[src/rtl/sw_debounce.sv]
`default_nettype none
// ============================================================================
// Module  : sw_debounce
// Brief   : Two-flop synchroniser plus per-bit debounce with registered
//           rise/fall/change strobes, feeding the half-adder operand bus.
// Rev     : 1.0
// ============================================================================
module sw_debounce #(
    parameter int N_SW            = 2,
    parameter int DEBOUNCE_CYCLES = 1000000,
    parameter int CNT_W           = 20
) (
    input  logic            clk,
    input  logic            rst_n,
    input  logic [N_SW-1:0] sws_tri_i,
    output logic [N_SW-1:0] sw_db,
    output logic [N_SW-1:0] sw_rise,
    output logic [N_SW-1:0] sw_fall,
    output logic            sw_change
);

    localparam logic [CNT_W-1:0] CNT_LAST = CNT_W'(DEBOUNCE_CYCLES - 1);

    logic [N_SW-1:0] sync1;
    logic [N_SW-1:0] sync2;
    logic [N_SW-1:0] db_next;
    logic [N_SW-1:0] rise_next;
    logic [N_SW-1:0] fall_next;

    always_ff @(posedge clk or negedge rst_n) begin
        if (!rst_n) begin
            sync1 <= '0;
            sync2 <= '0;
        end else begin
            sync1 <= sws_tri_i;
            sync2 <= sync1;
        end
    end

    // Channel state is {sw_db[i], cnt}: cnt == 0 means stable, cnt > 0 pending.
    generate
        for (genvar i = 0; i < N_SW; i++) begin : g_chan
            logic [CNT_W-1:0] cnt;
            logic [CNT_W-1:0] cnt_next;
            logic             accept;

            always_comb begin
                cnt_next = '0;
                accept   = 1'b0;
                if (sync2[i] != sw_db[i]) begin
                    if (cnt == CNT_LAST) begin
                        accept = 1'b1;
                    end else begin
                        cnt_next = cnt + CNT_W'(1);
                    end
                end
            end

            always_ff @(posedge clk or negedge rst_n) begin
                if (!rst_n) begin
                    cnt <= '0;
                end else begin
                    cnt <= cnt_next;
                end
            end

            assign db_next[i]   = accept ? sync2[i] : sw_db[i];
            assign rise_next[i] = accept &  sync2[i];
            assign fall_next[i] = accept & ~sync2[i];
        end
    endgenerate

    always_ff @(posedge clk or negedge rst_n) begin
        if (!rst_n) begin
            sw_db     <= '0;
            sw_rise   <= '0;
            sw_fall   <= '0;
            sw_change <= 1'b0;
        end else begin
            sw_db     <= db_next;
            sw_rise   <= rise_next;
            sw_fall   <= fall_next;
            sw_change <= |{rise_next, fall_next};
        end
    end

endmodule
`default_nettype wire
[config.mk]
export PLATFORM = sky130hd
export DESIGN_NAME = sw_debounce
export DESIGN_NICKNAME = d
export VERILOG_FILES = /design/src/rtl/sw_debounce.sv
export SDC_FILE = /design/constraint.sdc
export NUM_CORES = 1
export LEC_CHECK = 0
export CAP_MARGIN = 20
export CORE_MARGIN = 2
export CORE_UTILIZATION = 61
export DETAILED_ROUTE_END_ITERATION = 6
export PLACE_DENSITY = 0.87
export SLEW_MARGIN = 10
export SYNTH_ARGS = -nofsm -noshare
export SYNTH_HDL_FRONTEND = slang
export SYNTH_SLANG_ARGS = --single-unit
[constraint.sdc]
create_clock -name clk -period 3.8 [get_ports clk]
set_clock_uncertainty 0.2 [all_clocks]
set_input_delay 0.38 -clock clk [delete_from_list [all_inputs] [get_ports clk]]
set_output_delay 0.38 -clock clk [all_outputs]
set_load 0.03 [all_outputs]
* Yosys cells after proc, flatten, opt, wreduce, memory -nomap -nowiden *
Cells that the tools add are included.

storage, ports and cells
  input port bits = 4
  latch bits = 0
  logic and storage cells = 30
  RAM bits = 0
  memory bits (read-only) = 0
  output and inout port bits = 7
  memories = 0
  flip-flop bits (word level) = 51

operators by class
  divide/modulo/power cells = 0
  add/subtract/negate cells = 2
  shifts and indexed selects = 0
  equality and inequality tests = 4
  multiply operators = 0
  reductions and logical operators = 1
  mux-type cells = 8
  order comparisons = 0
  bitwise logic cells = 6

operator list
  kind                                           number
  two-way mux 20 bit                             4
  adder 20 x 1 -> 20 bit, second input constant  2
  equality test 20 bit, second input constant    2
  bitwise AND 1 bit                              4
  two-way mux 1 bit                              4
  OR reduction 4 bit                             1
  != test 1 bit                                  2
  inverter 1 bit                                 2

* Longest topological paths before layout *
Gate-level depths: netlist (run 1).

  depth after elaboration = 5
  gate-level depth with buffers = 6
  mapped depth without buffers = 5

* Worst setup path before layout (run 1) *
No wires, ideal clock.

  kind = flip-flop to flip-flop
  from = register g_chan[0].cnt[8]
  to = register sw_db[0]
  stages on the path, launching flop included = 5
  slack = 1.475 ns
  data arrival time = 2.000 ns
  buffers on the path = 0
  path through = dfrtp_1 or4_2 or4_4 or2_4 mux2_4

between the ends
  cells in the longest elaborated chain, start to end = 3

RTL lines
  item                      RTL line  text
  start: declaration        43        logic [CNT_W-1:0] cnt;
  start signal: assignment  63        cnt <= cnt_next;
  equality test 20 bit      51        if (cnt == CNT_LAST) begin
  two-way mux 1 bit         51
  two-way mux 1 bit         50        if (sync2[i] != sw_db[i]) begin
  end signal: assignment    80        sw_db <= db_next;
  end: declaration          16        output logic [N_SW-1:0] sw_db,

No other way between the ends.
A chain may end at the register's enable or synchronous reset.

* Worst setup path in the final report (run 1) *
  from = register g_chan[0].cnt[8]
  to = register g_chan[0].cnt[10]

between the ends
  cells in the longest elaborated chain, start to end = 3
  elaborated cells between the ends (all ways) = 4
  classes of those cells = add/sub: 1; eq/ne: 1; mux: 2

RTL lines
  item                                                            RTL line  text
  adder 20 x 1 -> 20 bit or equality test 20 bit (tied branches)  54, 51
  two-way mux 20 bit (*)                                          51
  two-way mux 20 bit (*)                                          50
  named net g_chan[0].cnt_next[10]                                44        logic [CNT_W-1:0] cnt_next;

The timed path passes the listed nets; every way through them passes the cells marked *.

==> reports/qor.yml, run 1 <==
routing:
  drc: 0
  drt_pass1_iterations: 5
  wl_per_cell_um: 14.26
  vias: 1731
  routed_via_density: 5.908
  routed_wirelength_mm: 4.177
  drt-initial-drc-count: 118
  detail-route-antenna-nets: 0
setup_path:
  reg2reg_depth: 4
  reg2reg_from: "g_chan[0].cnt[8]$_DFF_PN0_"
  path_depth: 4
  worst_ep_arrival_time_ns: 2.61
  crit_chain: "or4_2, or4_4, o21ai_2, nor2_1"
  critical_path.max_fanout: 19
  critPathCaptureType: "register"
  worst_r2r_endpoint: "g_chan[0].cnt[10]$_DFF_PN0_"
  cp.required_ns: 3.77
  worst-path-buf-inv: 0
  cp_slowest_cell: "or4_2"
  crit_type: "register to register"
  rrSetupSlack_ns: 1.16
  cpPeakStageDelay_ns: 0.66
  cp-startpoint: "g_chan[0].cnt[8]$_DFF_PN0_"
  worstSetupEndpoint: "g_chan[0].cnt[10]$_DFF_PN0_"
  path_delay_family: "simple AND/OR/NAND/NOR gates"
  crit_path_start_kind: "register"
run_status:
  status: "finished, final reports clean"
power_and_ir_drop:
  finalPower_mw: 0.9091
  p_per_area_mw_per_mm2: 350.5
  max-vdd-ir-drop_mv: 0.3065
  p_leak_nw: 1.036
placement:
  place_ws_ns: 1.161
  portBuffers: 10
  place_congestion: 0.8351
  place_hpwl_mm: 2.887
  placed_area_mm2: 0.002490
flow_run:
  maxCapViolCount: 0
yosys:
  syn_inst: 235
  ys_seq_elements: 51
  synth.most_common_cell: "dfrtp_1"
  yosysSeqAreaShare: 0.5371
  synth_common_cells: "dfrtp_1, nor2_1, nand3_1"
  yosysTopAreaCell: "dfrtp_1"
  syn_area_per_cell_um2: 10.11
  syn_nets: 241
  synthFlopType: "dfrtp_1"
  syn_area_mm2: 0.002376
  ys_types: 33
  postSynth.asyncResetShare: 1.000
  synthTopCellsByArea: "dfrtp_1, xnor2_1, nor2_1"
  synth_top_area_frac: 0.5371
  synth_edf_count: 0
  yosys_warnings: 0
clocking:
  clkSlewWorstSetupHoldPaths_ns: 0.09
  clkLatencyLatePin_ns: 0.31
  cts_htree_levels: 2
  numCtsBuffers: 5
  cts_root_buf: "clkbuf_8"
  cts_tree: "done"
  cts_sinks: 51
  cts_resized: 0
  clk_path_buf_depth: 2
global_routing:
  antenna_found_initial: 0
  first_global_vias: 1697
  gr-usage-all-layers: 0.2235
  grt_max_degree: 52
  grt_pass1_wl_mm: 7.493
  grt_overflow: 0
floorplan:
  core_area_mm2: 0.003716
  rows: 22
  fp.dieH_um: 66.41
  ios: 11
  die_area_mm2: 0.004410
  initial_core_util: 0.6394
  die_w_um: 66.41
cells_and_area:
  antenna_cells: 0
  layout-drive-gt1-share: 0.07347
  fin_area_mm2: 0.002594
  syn2layout_area_growth_pct: 9.163
  fin_nets: 250
  fill_cells: 264
sta:
  min_period_over_period: 0.6959
  rsz0062_at_grt: "false"
  fmax_ghz: 0.3781
  finalMaxSlewViolations: 0
  setup_ws_ns: 1.155
  slew_headroom: 0.4663
  tns_ns: 0
  tightest_slew_ns: 0.8004
  min_period_ns: 2.645
  setup_viol: 0
  hold_viol: 0
worst_hold_path:
  hp-class: "register to register"
layout by cell type (no fill, tap or decap), drive strengths merged, types with 2 or more instances in the layout:
cell type	count
nand3	16
o31ai	6
or2	3
ha	2
xnor2	14
mux2	2
xor2	11
a21oi	13
nor3b	4
or4	12
dfrtp	51
nor4	4
clkdlybuf4s50	9
or3	9
and3	3
clkbuf	5
nor2	30
nand4	8
o21ai	8
nor3	5
inv	11
nand2	11
cell type report:
class | instances | area, um^2 | area share
well taps | 48 | 60.06 | 0.02315
flip-flops and latches | 51 | 1276 | 0.4920
inverters | 9 | 33.78 | 0.01302
clock inverters | 3 | 22.52 | 0.008683
clock buffers | 5 | 68.82 | 0.02653
repair buffers | 11 | 107.6 | 0.04149
multi-input cells | 166 | 1025 | 0.3951
cell families after synthesis:
kind of cell / count (synthesis) / synth area share
simple gates: 108 / 0.2449
flops: 51 / 0.5371
compound gates: 29 / 0.07267
xor+xnor: 25 / 0.09215
buf+inv: 18 / 0.03159
mux: 2 / 0.01106
fa+ha+maj: 2 / 0.01053
worst register-to-register path: stages, from the launching register on:
cell	delay [ns]
dfrtp_1	0.41
or4_2	0.66
or4_4	0.45
o21ai_2	0.64
nor2_1	0.13
state kept, by name (all words and copies together) (netlist names):
name and flops:
g_chan.cnt 40, sw_change 1, sw_db 2, sw_fall 2, sw_rise 2, sync1 2, sync2 2
how the worst min path moves through the flow:
stage | depth (start not counted) | endpoint | slack [ns] | start
6_report | 0 | sync2[0]$_DFF_PN0_ | 0.15 | sync1[0]$_DFF_PN0_
2_1_floorplan | 0 | g_chan[0].cnt[0]$_DFF_PN0_ | -0.12 | rst_n
3_3_place_gp | 0 | sync2[0]$_DFF_PN0_ | 0.14 | sync1[0]$_DFF_PN0_
3_5_place_dp | 0 | sync2[1]$_DFF_PN0_ | 0.14 | sync1[1]$_DFF_PN0_
4_1_cts | 1 | g_chan[0].cnt[11]$_DFF_PN0_ | 0.11 | rst_n
5_1_grt | 0 | sync2[0]$_DFF_PN0_ | 0.16 | sync1[0]$_DFF_PN0_
per-layer routing:
| metal | part of all wire | global-route usage | up-vias |
|---|---|---|---|
| met3 | 0.031 | 0.03918 | 7 |
| met4 | 0.015 | 0.07653 | 0 |
| met1 | 0.48 | 0.3075 | 849 |
| li1 | - | - | 848 |
| met5 | 0 | 0 | - |
| met2 | 0.48 | 0.3600 | 27 |
metrics by stage:
step                  util  instances  hold slack (ns)
CTS                 0.6946        292           0.1098
detailed placement  0.6700        284           0.1372
global placement    0.6700        284           0.1351
global route        0.6980        293           0.1647
finish              0.6980        293           0.1545
floorplan                -        235          -0.1156
report_power, final:
group | switching [mW] | total, mW | internal (mW)
registers | 0.00820 | 0.558 | 0.549
clock network | 0.185 | 0.318 | 0.133
logic | 0.0230 | 0.0332 | 0.0102
repair_timing:
item,4_1_cts,5_1_grt
setup buffers,0,0
hold buffers,0,1
hold endpoints to repair,0,51
Note: power is estimated with default switching activity, not from simulation.
==> inputs of run 2 (changes only) <==
--- a/config.mk
+++ b/config.mk
@@ -7,9 +7,9 @@
 export LEC_CHECK = 0
 export CAP_MARGIN = 20
 export CORE_MARGIN = 2
-export CORE_UTILIZATION = 61
+export CORE_UTILIZATION = 59
 export DETAILED_ROUTE_END_ITERATION = 6
-export PLACE_DENSITY = 0.87
+export PLACE_DENSITY = 0.85
 export SLEW_MARGIN = 10
 export SYNTH_ARGS = -nofsm -noshare
 export SYNTH_HDL_FRONTEND = slang
==> constraint.sdc (replaced) <==
create_clock -name clk -period 2.5 [get_ports clk]
set_clock_uncertainty 0.2 [all_clocks]
set_input_delay 0.25 -clock clk [delete_from_list [all_inputs] [get_ports clk]]
set_output_delay 0.25 -clock clk [all_outputs]
set_load 0.03 [all_outputs]
==> reports/qor.yml, run 2 (same netlist as run 1, synthesis figures left out) <==
run_status:
  status: "finished, final reports clean"
cells_and_area:
  antenna_cells: 0  # unchanged
  fin_nets: 256  # +2.4%
  fill_cells: 284  # +7.6%
  layout_common_cells: "dfrtp_1, nor2_1, nand3_1"
  regMostFlops: "g_chan.cnt"
  multi_input_area_mm2: 0.001028  # +0.37%
  largest_reg_flops: 40  # unchanged
  fin_util: 0.6757  # -0.02232
  seq_area_mm2: 0.001276  # unchanged
  layout-drive-gt1-share: 0.09960  # +0.02613
  syn2layout_area_growth_pct: 12.11
  final_common_cell: "dfrtp_1"
floorplan:
  core_area_mm2: 0.003943  # +6.1%
  die_w_um: 67.46  # +1.6%
  fp.dieH_um: 67.46  # +1.6%
  die_area_mm2: 0.004551  # +3.2%
  rows: 23  # +4.5%
  ios: 11  # unchanged
  initial_core_util: 0.6027  # -0.03673
sta:
  rsz0062_at_grt: "false"
  fmax_ghz: 0.4162  # +10%
  slew_headroom: 0.6910  # +0.2247
  tns_ns: 0  # unchanged
  finalMaxSlewViolations: 0  # unchanged
  hold_viol: 0  # unchanged
  min_period_over_period: 0.9610  # +0.2651
  setup_viol: 0  # unchanged
  min_period_ns: 2.403  # -0.2420 ns
  tightest_slew_ns: 0.4635  # -0.3369 ns
  hold_slack_ns: 0.1595  # +0.005050 ns
placement:
  place_congestion: 0.8312  # -0.47%
  portBuffers: 10  # unchanged
  place_hpwl_mm: 3.253  # +13%
routing:
  vias: 1774  # +2.5%
  wl_per_cell_um: 15.08  # +5.8%
  drt_pass1_iterations: 4  # -1
  routed_wirelength_mm: 4.540  # +8.7%
  drt-initial-drc-count: 118  # unchanged
  drc: 0  # unchanged
  detail-route-antenna-nets: 0  # unchanged
  routed_via_density: 5.894  # -0.24%
clocking:
  cts_root_buf: "clkbuf_8"
  numCtsBuffers: 5  # unchanged
  clkLatencyLatePin_ns: 0.30  # about the same
  cts_sinks: 51  # unchanged
  cts_tree: "done"
  clkSlewWorstSetupHoldPaths_ns: 0.09  # about the same
  clk_path_buf_depth: 2  # unchanged
  cts_htree_levels: 2  # unchanged
power_and_ir_drop:
  p_per_area_mw_per_mm2: 550.5  # +57%
  finalPower_mw: 1.466  # +61%
  p_leak_nw: 1.074  # +3.7%
  max-vdd-ir-drop_mv: 0.4233  # +38%
setup_path:
  crit_type: "register to register"
  critical_path.max_fanout: 4  # -15
  worst_ep_arrival_time_ns: 2.39  # -0.22 ns
  critPathCaptureType: "register"
  cp.required_ns: 2.49  # -1.28 ns
  crit_path_start_kind: "register"
global_routing:
  grt_max_degree: 22  # -58%
  antenna_found_initial: 0  # unchanged
  gr-usage-all-layers: 0.2188  # -0.004674
  first_global_vias: 1728  # +1.8%
  grt_pass1_wl_mm: 7.389  # -1.4%
  grt_overflow: 0  # unchanged
worst_hold_path:
  hp-class: "register to register"
flow_run:
  maxCapViolCount: 0  # unchanged
run 2: critical path, cell delays in order, from the launching register on:
cell	delay, ns
dfrtp_1	0.41
or4_2	0.67
or4_4	0.46
or2_4	0.27
mux2_4	0.29
run 2: timing repair:
action / 4_1_cts / 5_1_grt
buffers inserted: 0 / 0
resized for setup: 0 / 1
hold endpoints to repair: 19 / 0
hold buffers: 1 / 0
setup endpoints to repair: 0 / 1
run 2: cell type report:
cell class / instances / share of cell area
repair buffers: 17 / 0.05636
well taps: 50 / 0.02349
clock buffers: 5 / 0.02583
clock inverters: 3 / 0.01644
inverters: 9 / 0.01268
multi-input cells: 166 / 0.3861
flip-flops and latches: 51 / 0.4791
run 2: per-layer routing:
metal / up-vias / wire length [um] / share of wire / track usage
met5: - / 0 / 0 / 0
met3: 13 / 164 / 0.036 / 0.05167
met4: 0 / 125 / 0.028 / 0.1148
li1: 857 / - / - / -
met2: 36 / 2296 / 0.51 / 0.3615
met1: 868 / 1954 / 0.43 / 0.2647
run 2: report_power, final:
group / leakage, nW / internal (mW) / switching (mW)
combinational: 0.318 / 0.0198 / 0.0346
sequential: 0.698 / 0.835 / 0.0136
clock: 0.0581 / 0.298 / 0.265
total: 1.07 / 1.15 / 0.313
run 2: stage by stage:
stage                     setup WS (ns)  instances  cell area [um^2]
after floorplan                  0.1752        235              2376
after global placement           0.1360        292              2537
after detailed placement         0.1075        292              2537
after CTS                       0.09775        301              2660
after global routing            0.08133        301              2664
final                           0.09744        301              2664
run 2: path summary, 6_finish.rpt:
kind,start,end,slack (ns),depth (start not counted)
setup / recovery,g_chan[0].cnt[8]$_DFF_PN0_,sw_db[0]$_DFFE_PN0P_,0.1,4
hold / removal,sync1[0]$_DFF_PN0_,sync2[0]$_DFF_PN0_,0.16,0
setup reg to reg,g_chan[0].cnt[8]$_DFF_PN0_,sw_db[0]$_DFFE_PN0P_,0.1,4
hold reg to reg,sync1[0]$_DFF_PN0_,sync2[0]$_DFF_PN0_,0.16,0
max in group asynchronous,rst_n,sw_change$_DFF_PN0_,1.30,3
min in group asynchronous,rst_n,g_chan[1].cnt[17]$_DFF_PN0_,0.22,2
==> inputs of run 3 (changes only) <==
--- a/config.mk
+++ b/config.mk
@@ -6,8 +6,10 @@
 export NUM_CORES = 1
 export LEC_CHECK = 0
 export CAP_MARGIN = 20
+export CELL_PAD_IN_SITES_DETAIL_PLACEMENT = 1
+export CELL_PAD_IN_SITES_GLOBAL_PLACEMENT = 1
 export CORE_MARGIN = 2
-export CORE_UTILIZATION = 59
+export CORE_UTILIZATION = 47
 export DETAILED_ROUTE_END_ITERATION = 6
 export PLACE_DENSITY = 0.85
 export SLEW_MARGIN = 10
==> constraint.sdc (replaced) <==
create_clock -name clk -period 2.5 [get_ports clk]
set_clock_uncertainty 0.2 [all_clocks]
set_input_delay 0.25 -clock clk [delete_from_list [all_inputs] [get_ports clk]]
set_output_delay 0.25 -clock clk [all_outputs]
set_load 0.02 [all_outputs]
==> reports/qor.yml, run 3 (same netlist as run 1, synthesis figures left out) <==
cells_and_area:
  final_common_cell: "dfrtp_1"
  fin_nets: 257  # +0.39%
  fin_area_mm2: 0.002734  # +2.6%
  seq_area_mm2: 0.001276  # unchanged
  layout_common_cells: "dfrtp_1, nor2_1, nand3_1"
  multi_input_area_mm2: 0.001028  # unchanged
  fill_cells: 530  # +87%
  layout-drive-gt1-share: 0.1032  # +0.003573
  largest_reg_flops: 40  # unchanged
  regMostFlops: "g_chan.cnt"
  syn2layout_area_growth_pct: 15.06
  antenna_cells: 0  # unchanged
placement:
  place_hpwl_mm: 3.619  # +11%
  placed_area_mm2: 0.002604  # +2.6%
  portBuffers: 10  # unchanged
  place_congestion: 0.7506  # -9.7%
routing:
  vias: 1802  # +1.6%
  drt-initial-drc-count: 62  # -47%
  drt_pass1_iterations: 4  # unchanged
  detail-route-antenna-nets: 0  # unchanged
  routed_via_density: 5.649  # -4.2%
  drc: 0  # unchanged
  wl_per_cell_um: 16.48  # +9.3%
  routed_wirelength_mm: 5.257  # +16%
setup_path:
  worst_ep_arrival_time_ns: 2.42  # +0.03 ns
  crit_path_start_kind: "register"
  cpPeakStageDelay_ns: 0.67  # about the same
  cp.required_ns: 2.50  # about the same
  critPathCaptureType: "register"
  crit_chain: "or4_2, or4_4, or2_4, mux2_4"
  crit_type: "register to register"
  cp_slowest_cell: "or4_2"
  critical_path.max_fanout: 4  # unchanged
sta:
  setup_viol: 0  # unchanged
  tightest_slew_ns: 0.5333  # +0.06979 ns
  finalMaxSlewViolations: 0  # unchanged
  min_period_ns: 2.420  # +0.01716 ns
  fmax_ghz: 0.4133  # -0.71%
  hold_viol: 0  # unchanged
  slew_headroom: 0.6418  # -0.04926
  hold_slack_ns: 0.1575  # -0.002071 ns
  min_period_over_period: 0.9679  # +0.006866
global_routing:
  grt_max_degree: 52  # +140%
  first_global_vias: 1873  # +8.4%
  gr-usage-all-layers: 0.2128  # -0.005985
  grt_overflow: 0  # unchanged
  grt_pass1_wl_mm: 8.983  # +22%
  antenna_found_initial: 0  # unchanged
clocking:
  numCtsBuffers: 5  # unchanged
  cts_setup_buffers: 0  # unchanged
  cts_tree: "done"
  clk_path_buf_depth: 2  # unchanged
  cts_htree_levels: 2  # unchanged
  cts_sinks: 51  # unchanged
  clkSlewWorstSetupHoldPaths_ns: 0.09  # about the same
  cts_root_buf: "clkbuf_8"
  clkLatencyLatePin_ns: 0.30  # about the same
run_status:
  status: "finished, final reports clean"
floorplan:
  rows: 25  # +8.7%
  initial_core_util: 0.4965  # -0.1062
  die_w_um: 75.10  # +11%
  core_area_mm2: 0.004786  # +21%
  fp.dieH_um: 75.10  # +11%
  die_area_mm2: 0.005640  # +24%
  ios: 11  # unchanged
power_and_ir_drop:
  sequentialPowerShare: 0.568  # -0.011
  switching_power_mw: 0.3317  # +5.8%
  swShare: 0.2218  # +0.008010
  p_per_area_mw_per_mm2: 547.1  # -0.63%
  max-vdd-ir-drop_mv: 0.2929  # -31%
  p_leak_nw: 1.095  # +2.0%
  combPwrFrac: 0.043  # +0.006
  intPower_mw: 1.164  # +0.95%
  pwr-share-clk: 0.390  # +0.006
worst_hold_path:
  hp-class: "register to register"
flow_run:
  maxCapViolCount: 0  # unchanged
run 3: cell type report:
cell class | count | area share
clock inverter | 3 | 0.01739
sequential | 51 | 0.4668
multi-input combinational | 166 | 0.3762
inverter | 9 | 0.01236
timing repair buffer | 18 | 0.07140
clock buffer | 5 | 0.02517
tap | 67 | 0.03066
run 3: stage by stage:
stage | TNS, ns | instances | power [mW] | util | setup slack, ns
finish | 0 | 319 | 1.496 | 0.5712 | 0.08027
floorplan | 0 | 235 | 0.8865 | - | 0.1752
global placement | 0 | 310 | 0.9247 | 0.5441 | 0.1305
detailed placement | 0 | 310 | 0.9293 | 0.5441 | 0.1049
global route | -0.008610 | 319 | 1.556 | 0.5712 | -0.008610
CTS | 0 | 319 | 1.519 | 0.5705 | 0.07869
run 3: final timing paths:
| check | startpoint | slack, ns | depth (start not counted) | to |
|---|---|---|---|---|
| max | g_chan[0].cnt[8]$_DFF_PN0_ | 0.08 | 4 | sw_db[0]$_DFFE_PN0P_ |
| min | sync1[1]$_DFF_PN0_ | 0.16 | 0 | sync2[1]$_DFF_PN0_ |
| max reg2reg | g_chan[0].cnt[8]$_DFF_PN0_ | 0.08 | 4 | sw_db[0]$_DFFE_PN0P_ |
| min reg2reg | sync1[1]$_DFF_PN0_ | 0.16 | 0 | sync2[1]$_DFF_PN0_ |
| max in group asynchronous | rst_n | 1.61 | 3 | g_chan[1].cnt[4]$_DFF_PN0_ |
| min in group asynchronous | rst_n | 0.26 | 3 | g_chan[0].cnt[15]$_DFF_PN0_ |
run 3: timing repair:
action,4_1_cts,5_1_grt
endpoints found under the setup margin,0,1
resized for setup,0,1
hold buffers,1,0
endpoints found under the hold margin,51,0
run 3: critical path: cells and delay by family, from the launching register on:
family | cells | cell delay, ns
multiplexers | 1 | 0.30
flip-flops | 1 | 0.41
AND/OR/NAND/NOR | 3 | 1.40
run 3: metal layers:
layer | part of all wire | GRT usage
met5 | 0 | 0
met1 | 0.44 | 0.2827
met3 | 0.029 | 0.04552
met2 | 0.52 | 0.3596
met4 | 0.0095 | 0.04762
run 3: power groups by stage:
stage | combinational (mW) | sequential (mW) | clock [mW]
finish | 0.0642 | 0.849 | 0.583
global route | 0.0731 | 0.852 | 0.631
CTS | 0.0660 | 0.849 | 0.604
detailed placement | 0.0646 | 0.865 | 0
global placement | 0.0616 | 0.863 | 0
floorplan | 0.0254 | 0.861 | 0
==> edit: new RTL, settings of run 2 <==
Set the parameter `N_SW` to 1 (it was 2).
--- a/src/rtl/sw_debounce.sv
+++ b/src/rtl/sw_debounce.sv
@@ -8,3 +8,3 @@
 module sw_debounce #(
-    parameter int N_SW            = 2,
+    parameter int N_SW            = 1,
     parameter int DEBOUNCE_CYCLES = 1000000,
Interface: changed (resized sw_db, sw_fall, sw_rise and sws_tri_i); port bits go from 11 to 7. No check against the original RTL was run, so the function may have changed too.
==> edit against run 2 <==
  * Clock power decreased by 49%
  * Sequential share of layout area increased by 1.1 points
  * Setup slack gained 0.24 ns
  * Sequential cell count down 25
  * Routed wire length is 54% lower
  * Global-route usage fell by 1.4 points
  * Design area fell by 50%
  * Count of clock-buffer cells in the layout fell by 2
  * Total power fell by 49%
  * Synthesized area is 49% lower
  * Largest power group unchanged
  * Highest routed layer unchanged
==> edit: results <==
[run_status]
outcome = "finished, final reports clean"

[floorplanning]
taps = 27

[routing]
wl_met3_um = 55
drtIter0Drc = 15
viasPerCell = 5.62
wl_met1_um = 911
wire_per_inst_um = 14.2

[finish]
multi_input_area_share_pct = 38.2
fin_nets = 124
drive_gt1_share_pct = 10.1
nonClockBufferCount = 7
seq_cells = 26
num-nonclk-inverters = 4
nonClkBufAreaFrac_pct = 5.09
instances_no_fill = 146
largest_reg_flops = 20
regArea_um2 = 651
clockNetworkAreaShare_pct = 3.96

[worst_setup_path]
cp_max_fo = 20
worstReg2RegEnd = "g_chan[0].cnt[13]$_DFF_PN0_"
arrival_ns = 2.17
timing.rr.start = "g_chan[0].cnt[13]$_DFF_PN0_"
critPathSlowestCell = "or4_4"
r2r_setup_slack_ns = 0.33
max_stage_delay_ns = 0.56

[sta]
period_needed_ns = 2.17
hold_ws_ns = 0.0608

[global_route]
grt_first_pass_wirelength_um = 3660
grt_max_degree = 27
grt_pass1_vias = 819
grt_util_met2_pct = 35.4
grt.total_usage_pct = 20.5
met1_usage_pct = 24.4

[clocking]
numCtsBuffers = 3
htree_levels = 1
cts_hold_buf = 0
clk_latency_ns = 0.33
path_clk_slew_ns = 0.14

[power_and_ir_drop]
p_leak_nw = 0.557

[place]
place_area_um2 = 1270
finalWeightedCongestion = 0.813
preCtsSetupSlack_ns = 0.350
io_buffers = 6

[logic_synthesis]
synth-seq-area-share_pct = 54.2
synth.cells.most_frequent = "26 x dfrtp_1, 13 x nor2_1, 8 x a21oi_1, 6 x xnor2_1"
synth_cell_types = 27
-- edit: changes by cell type in the layout (fill, tap and decap cells not counted), moves of 6 or more --
cell,delta
dfrtp_1,-25
nor2_1,-17
nand3_1,-12
xnor2_1,-8
nand2_1,-7
xor2_1,-6
-- edit: power breakdown --
part | switching [mW] | internal [mW] | total (mW)
clock network | 0.124 | 0.162 | 0.286
logic | 0.0167 | 0.00911 | 0.0258
registers | 0.00368 | 0.426 | 0.430
total | 0.144 | 0.597 | 0.742
-- edit: logic make-up (layout without fill, tap and decap cells) --
| family | count (synthesis) | in the layout | synth area share, % |
|---|---|---|---|
| compound gates | 17 | 17 | 8.03 |
| fa+ha+maj | 1 | 1 | 1.04 |
| simple gates | 48 | 48 | 23.9 |
| buf+inv | 9 | 15 | 3.54 |
| flops | 26 | 26 | 54.2 |
| mux | 1 | 1 | 1.25 |
| xor+xnor | 11 | 11 | 8.03 |
